<file path="src/rtl/hazard_ctrl.sv">
// Pipeline hazard control: load-use/RAW stalls, branch flush, halt drain, EX forwarding.
// Define HAZARD_FORWARDING_EN for EX forwarding; default build stalls on EX/MEM RAW instead.
module hazard_ctrl (
  input  logic        clk,
  input  logic        rst,
  input  logic [4:0]  rsID,
  input  logic [4:0]  rtID,
  input  logic        useRsID,
  input  logic        useRtID,
  input  logic        branchTakenID,
  input  logic        haltID,
  input  logic [4:0]  rsEX,
  input  logic [4:0]  rtEX,
  input  logic        regWriteEX,
  input  logic        memReadEX,
  input  logic [4:0]  writeRegEX,
  input  logic        regWriteMEM,
  input  logic [4:0]  writeRegMEM,
  input  logic        regWriteWB,
  input  logic [4:0]  writeRegWB,
  output logic        pcWrite,
  output logic        ifIdWrite,
  output logic        ifIdFlush,
  output logic        idExBubble,
  output logic [1:0]  fwdA,
  output logic [1:0]  fwdB,
  output logic [1:0]  state,
  output logic [15:0] stallCnt,
  output logic [15:0] flushCnt
);

  typedef enum logic [1:0] {
    RUN    = 2'd0,
    STALL  = 2'd1,
    DRAIN  = 2'd2,
    HALTED = 2'd3
  } st_e;

  st_e         state_q;
  logic [1:0]  drain_q;
  logic [15:0] stall_cnt_q, stall_cnt_d;
  logic [15:0] flush_cnt_q, flush_cnt_d;

  function automatic logic hit(
    input logic       we,
    input logic [4:0] wr,
    input logic [4:0] r
  );
    return we && (wr == r) && (r != 5'd0);
  endfunction

  logic       active;
  logic       ex_hit_id;
  logic       raw_stall;
  logic       stall;
  logic       halt_go;
  logic       flush;
  logic [1:0] fwd_a_raw;
  logic [1:0] fwd_b_raw;

  assign active = (state_q == RUN) || (state_q == STALL);

  assign ex_hit_id =
    (useRsID && hit(regWriteEX, writeRegEX, rsID)) ||
    (useRtID && hit(regWriteEX, writeRegEX, rtID));

`ifdef HAZARD_FORWARDING_EN
  assign raw_stall = memReadEX && ex_hit_id;

  assign fwd_a_raw =
    hit(regWriteMEM, writeRegMEM, rsEX) ? 2'b10 :
    hit(regWriteWB,  writeRegWB,  rsEX) ? 2'b01 :
                                          2'b00;
  assign fwd_b_raw =
    hit(regWriteMEM, writeRegMEM, rtEX) ? 2'b10 :
    hit(regWriteWB,  writeRegWB,  rtEX) ? 2'b01 :
                                          2'b00;
`else
  logic mem_hit_id;
  logic unused_fwd_in;

  // WB needs no stall: the register file writes before it is read
  assign mem_hit_id =
    (useRsID && hit(regWriteMEM, writeRegMEM, rsID)) ||
    (useRtID && hit(regWriteMEM, writeRegMEM, rtID));

  assign raw_stall = ex_hit_id || mem_hit_id;
  assign fwd_a_raw = 2'b00;
  assign fwd_b_raw = 2'b00;

  assign unused_fwd_in =
    ^{rsEX, rtEX, regWriteWB, writeRegWB, memReadEX};
`endif

  assign stall   = active && raw_stall;
  assign halt_go = active && haltID && !stall;
  assign flush   = active && branchTakenID && !stall && !haltID;

  always_comb begin
    pcWrite    = 1'b1;
    ifIdWrite  = 1'b1;
    ifIdFlush  = 1'b0;
    idExBubble = 1'b0;
    fwdA       = fwd_a_raw;
    fwdB       = fwd_b_raw;
    unique case (1'b1)
      !rst: begin
        pcWrite    = 1'b0;
        ifIdWrite  = 1'b0;
        ifIdFlush  = 1'b1;
        idExBubble = 1'b1;
        fwdA       = 2'b00;
        fwdB       = 2'b00;
      end
      rst && (state_q == HALTED): begin
        pcWrite    = 1'b0;
        ifIdWrite  = 1'b0;
        idExBubble = 1'b1;
        fwdA       = 2'b00;
        fwdB       = 2'b00;
      end
      rst && (state_q == DRAIN): begin
        pcWrite    = 1'b0;
        ifIdWrite  = 1'b0;
        idExBubble = 1'b1;
      end
      rst && stall: begin
        pcWrite    = 1'b0;
        ifIdWrite  = 1'b0;
        idExBubble = 1'b1;
      end
      default: begin
        ifIdFlush  = flush;
      end
    endcase
  end

  always_comb begin
    stall_cnt_d = stall_cnt_q;
    flush_cnt_d = flush_cnt_q;
    if (stall && (stall_cnt_q != 16'hFFFF)) begin
      stall_cnt_d = stall_cnt_q + 16'd1;
    end
    if (flush && (flush_cnt_q != 16'hFFFF)) begin
      flush_cnt_d = flush_cnt_q + 16'd1;
    end
  end

  always_ff @(posedge clk or negedge rst) begin
    if (!rst) begin
      state_q     <= RUN;
      drain_q     <= 2'd0;
      stall_cnt_q <= 16'd0;
      flush_cnt_q <= 16'd0;
    end else begin
      stall_cnt_q <= stall_cnt_d;
      flush_cnt_q <= flush_cnt_d;
      unique case (state_q)
        RUN, STALL: begin
          if (halt_go) begin
            state_q <= DRAIN;
            drain_q <= 2'd0;
          end else if (stall) begin
            state_q <= STALL;
          end else begin
            state_q <= RUN;
          end
        end
        DRAIN: begin
          if (drain_q == 2'd2) begin
            state_q <= HALTED;
          end else begin
            drain_q <= drain_q + 2'd1;
          end
        end
        HALTED: begin
          state_q <= HALTED;
        end
        default: begin
          state_q <= RUN;
        end
      endcase
    end
  end

  assign state    = state_q;
  assign stallCnt = stall_cnt_q;
  assign flushCnt = flush_cnt_q;

endmodule
</file>
<file path="config.mk">
export PLATFORM = sky130hd
export DESIGN_NAME = hazard_ctrl
export DESIGN_NICKNAME = d
export VERILOG_FILES = /design/src/rtl/hazard_ctrl.sv
export SDC_FILE = /design/constraint.sdc
export NUM_CORES = 1
export LEC_CHECK = 0
export CAP_MARGIN = 25
export CORE_AREA = 2 2 70 72
export DETAILED_ROUTE_END_ITERATION = 10
export DIE_AREA = 0 0 72 74
export PLACE_DENSITY = 0.83
export RECOVER_POWER = 50
export SKIP_LAST_GASP = 1
export SYNTH_ARGS = -nofsm -noshare
export SYNTH_HDL_FRONTEND = slang
export SYNTH_SLANG_ARGS = --single-unit
</file>
<file path="constraint.sdc">
create_clock -name clk -period 3.74 [get_ports clk]
set_input_delay 0.374 -clock clk [delete_from_list [all_inputs] [get_ports clk]]
set_output_delay 0.374 -clock clk [all_outputs]
set_load 0.01 [all_outputs]
</file>
==> impl_metrics.sql <==
INSERT INTO impl_metrics (metric_group, metric, value, unit) VALUES
('run_status', 'result_of_the_run', 'complete, no violations', ''),
('sta', 'final_hold_viol_count', '0', ''),
('cts', 'clock_sink_count', '36', ''),
('global_routing', 'grt_overflow_total', '0', ''),
('yosys', 'seq_area_frac_synth', '45.1', '%'),
('cts', 'ctsLongestPathBuffers', '2', ''),
('yosys', 'ys_dominant_reg_cell', 'dfrtp_1', ''),
('sta', 'achievable_clock_frequency', '315', 'MHz'),
('worst_setup_path', 'required', '3.37', 'ns'),
('worst_setup_path', 'crit_path_start_kind', 'primary input', ''),
('cts', 'cts_setup_buffers', '0', ''),
('die', 'rows', '25', ''),
('power', 'peakVddDrop', '168', 'µV'),
('cts', 'path_clk_slew', '0.07', 'ns'),
('drt', 'wl_per_instance', '13.7', 'µm'),
('worst_setup_path', 'cp.arrival', '2.80', 'ns'),
('drt', 'post-route-drc-count', '0', ''),
('sta', 'layout_worst_path_cycle_share', '84.9', '%'),
('global_routing', 'grt_util_all_layers', '17.4', '%'),
('die', 'coreArea', '0.00460', 'mm²'),
('sta', 'clock-skew-final', '0.00653', 'ns'),
('sta', 'worst-slew-pin-transition', '1.32', 'ns'),
('die', 'die-area', '0.00533', 'mm²'),
('die', 'floorplan.initialDensity', '43.5', '%'),
('cts', 'cts_tree', 'built', ''),
('placed_design', 'place_congestion', '0.817', ''),
('cts', 'clk_root_buffer_cell', 'clkbuf_8', ''),
('power', 'p_total', '0.853', 'mW'),
('global_routing', 'grt_max_degree', '26', ''),
('finish', 'diodes', '0', ''),
('worst_setup_path', 'setup.worst_path.class', 'in -> out', ''),
('worst_setup_path', 'worst-path-max-fanout', '6', ''),
('drt', 'per_cell_via_count_in_the_routed_design', '5.14', ''),
('sta', 'maxSlewViolCount', '0', ''),
('drt', 'antenna_violating_nets_post_route', '0', ''),
('die', 'top_level_ports', '87', ''),
('run', 'timing.max_cap.violations', '0', ''),
('worst_setup_path', 'endpoint_kind', 'primary output', ''),
('placed_design', 'dp_hpwl', '3340', 'µm'),
('hold_path', 'hold_path_depth', '1', ''),
('hold_path', 'worstHoldPathType', 'reg -> reg', ''),
('sta', 'setup_viol_count_final', '0', ''),
('global_routing', 'grt_pass1_vias', '1632', ''),
('worst_setup_path', 'r2r_slack', '1.62', 'ns'),
('die', 'die-width', '72', 'µm'),
('finish', 'finalNetCount', '305', ''),
('yosys', 'synth_edf_count', '0', ''),
('placed_design', 'place.port_buffers', '65', ''),
('global_routing', 'grt_pass1_wl', '7270', 'µm'),
('cts', 'holdBufCountCts', '0', ''),
('hold_path', 'holdPathEnd', 'flushCnt[5]', ''),
('finish', 'finalCoreUtilization', '60.5', '%'),
('yosys', 'yosysWarningCount', '0', ''),
('die', 'chipHeight', '74', 'µm'),
('worst_setup_path', 'worst_r2r_endpoint', 'stallCnt[1]', ''),
('yosys', 'synth_area_per_cell', '10.6', 'µm²'),
('drt', 'drt_wl_total', '4270', 'µm'),
('yosys', 'synthDistinctLibCells', '33', ''),
('sta', 'relSlewSlack', '12.0', '%'),
('cts', 'clock_latency', '0.28', 'ns'),
('power', 'power-per-cell-area', '307', 'mW/mm²'),
('drt', 'detailedRoute.firstPassIterationCount', '4', ''),
('cts', 'post_cts_resized', '0', ''),
('global_routing', 'initial_antenna_violation_count', '0', ''),
('yosys', 'synth.ff_latch_count', '36', ''),
('yosys', 'synthCells', '188', ''),
('drt', 'num_vias', '1603', ''),
('yosys', 'cell_area_after_technology_mapping', '0.00200', 'mm²'),
('worst_setup_path', 'number_of_cells_on_the_worst_reg_to_reg_path', '6', ''),
('finish', 'final_layout_size_suffix_gt1_share', '6.98', '%'),
('drt', 'drt_iter0_markers', '75', ''),
('sta', 'post-route-min-period', '3.18', 'ns'),
('yosys', 'synth-async-reset-ratio', '100', '%'),
('power', 'power.leakage', '1.18', 'nW'),
('hold_path', 'timing.hold.worst.start', 'flushCnt[5]', ''),
('cts', 'cts_htree_levels', '2', ''),
('finish', 'syn2layout_area_growth', '39.0', '%'),
('sta', 'rsz0062_at_grt', 'no', ''),
('worst_setup_path', 'r2r-start', 'stallCnt[2]', ''),
('sta', 'post_route_setup_tns', '0', 'ns'),
('cts', 'cts_made_buffers', '5', '');
[state kept, by name, summed over array words and instances, names as in the netlist]
name / flops
flushCnt: 16
stallCnt: 16
drain_q: 2
state: 2
[per-stage QoR]
stage / hold slack (ns) / area, µm² / std cells / setup slack (ns)
after CTS: 0.388 / 2790 / 312 / 0.540
after detailed placement: 0.496 / 2680 / 304 / 0.539
after global placement: 0.483 / 2680 / 304 / 0.591
after floorplan: 0.0784 / 2010 / 191 / 1.56
final: 0.500 / 2780 / 312 / 0.563
after global routing: 0.519 / 2780 / 312 / 0.414
[power by group]
group | switching (mW) | internal, mW
sequential | 0.0122 | 0.403
clock | 0.132 | 0.198
combinational | 0.0486 | 0.0600
[worst max-delay path by stage]
| stage | startpoint | to | slack (ns) | depth (start not counted) |
|---|---|---|---|---|
| finish | rsID[1] | ifIdWrite | 0.56 | 7 |
| global route | rsID[1] | ifIdWrite | 0.41 | 7 |
| CTS | rsID[1] | ifIdWrite | 0.54 | 7 |
| detailed placement | rsID[1] | ifIdWrite | 0.54 | 7 |
| global placement | rtID[0] | idExBubble | 0.59 | 9 |
| floorplan | rtID[1] | pcWrite | 1.56 | 6 |
[per-layer routing]
layer	track usage, %	wire, µm
met1	21.9	1950
met2	30.1	2060
met3	4.07	189
met4	5.03	61
met5	0	0
[area by class of cell]
class | instances | area [µm²]
Tap cell | 54 | 67.6
Inverter | 3 | 11.3
Fill cell | 394 | 1820
Sequential cell | 36 | 901
Clock buffer | 6 | 72.6
Timing Repair Buffer | 67 | 658
Clock inverter | 2 | 35.0
Multi-Input combinational cell | 144 | 1030
[cell usage after synthesis, drive strengths merged, types with 2 or more instances]
library cell | count | area [µm²]
dfrtp | 36 | 901
or4 | 2 | 15.0
nor2 | 12 | 52.6
and2 | 4 | 25.0
nand2 | 13 | 48.8
and3 | 7 | 53.8
xor2 | 20 | 175
nand3 | 14 | 70.1
ha | 3 | 37.5
nor4 | 4 | 25.0
nor3b | 2 | 15.0
mux2 | 3 | 33.8
and4 | 3 | 31.3
nand4 | 11 | 68.8
a32oi | 2 | 17.5
buf | 7 | 60.1
o21ai | 2 | 17.5
inv | 3 | 11.3
xnor2 | 30 | 263
[worst max-delay path, cell delays in order]
cell,delay (ns)
clkdlybuf4s50_1,0.48
or4_1,0.58
o21ai_2,0.16
o22a_4,0.20
nor2b_1,0.27
and2_1,0.21
clkdlybuf4s50_1,0.55
[cell families (layout without fill, tap and decap cells)]
family	after synthesis	in the layout	synth area share, %
AND/OR/NAND/NOR	74	74	20.8
XOR/XNOR	50	50	21.9
flip-flops	36	36	45.1
buffers and inverters	11	78	3.75
AO/OA/AOI/OAI	10	10	4.69
adder cells (fa/ha/maj)	3	3	1.88
multiplexers	3	3	1.69
other	1	4	0.188
[cell usage in the layout (no fill, tap or decap), types with 11 or more instances in the layout]
cell / instances
dfrtp_1: 36
xor2_1: 20
nand4_1: 11
nor2_1: 11
nand2_1: 13
dlygate4sd3_1: 20
xnor2_1: 30
nand3_1: 14
clkdlybuf4s50_1: 45
Power figures use the tool's default switching activity.
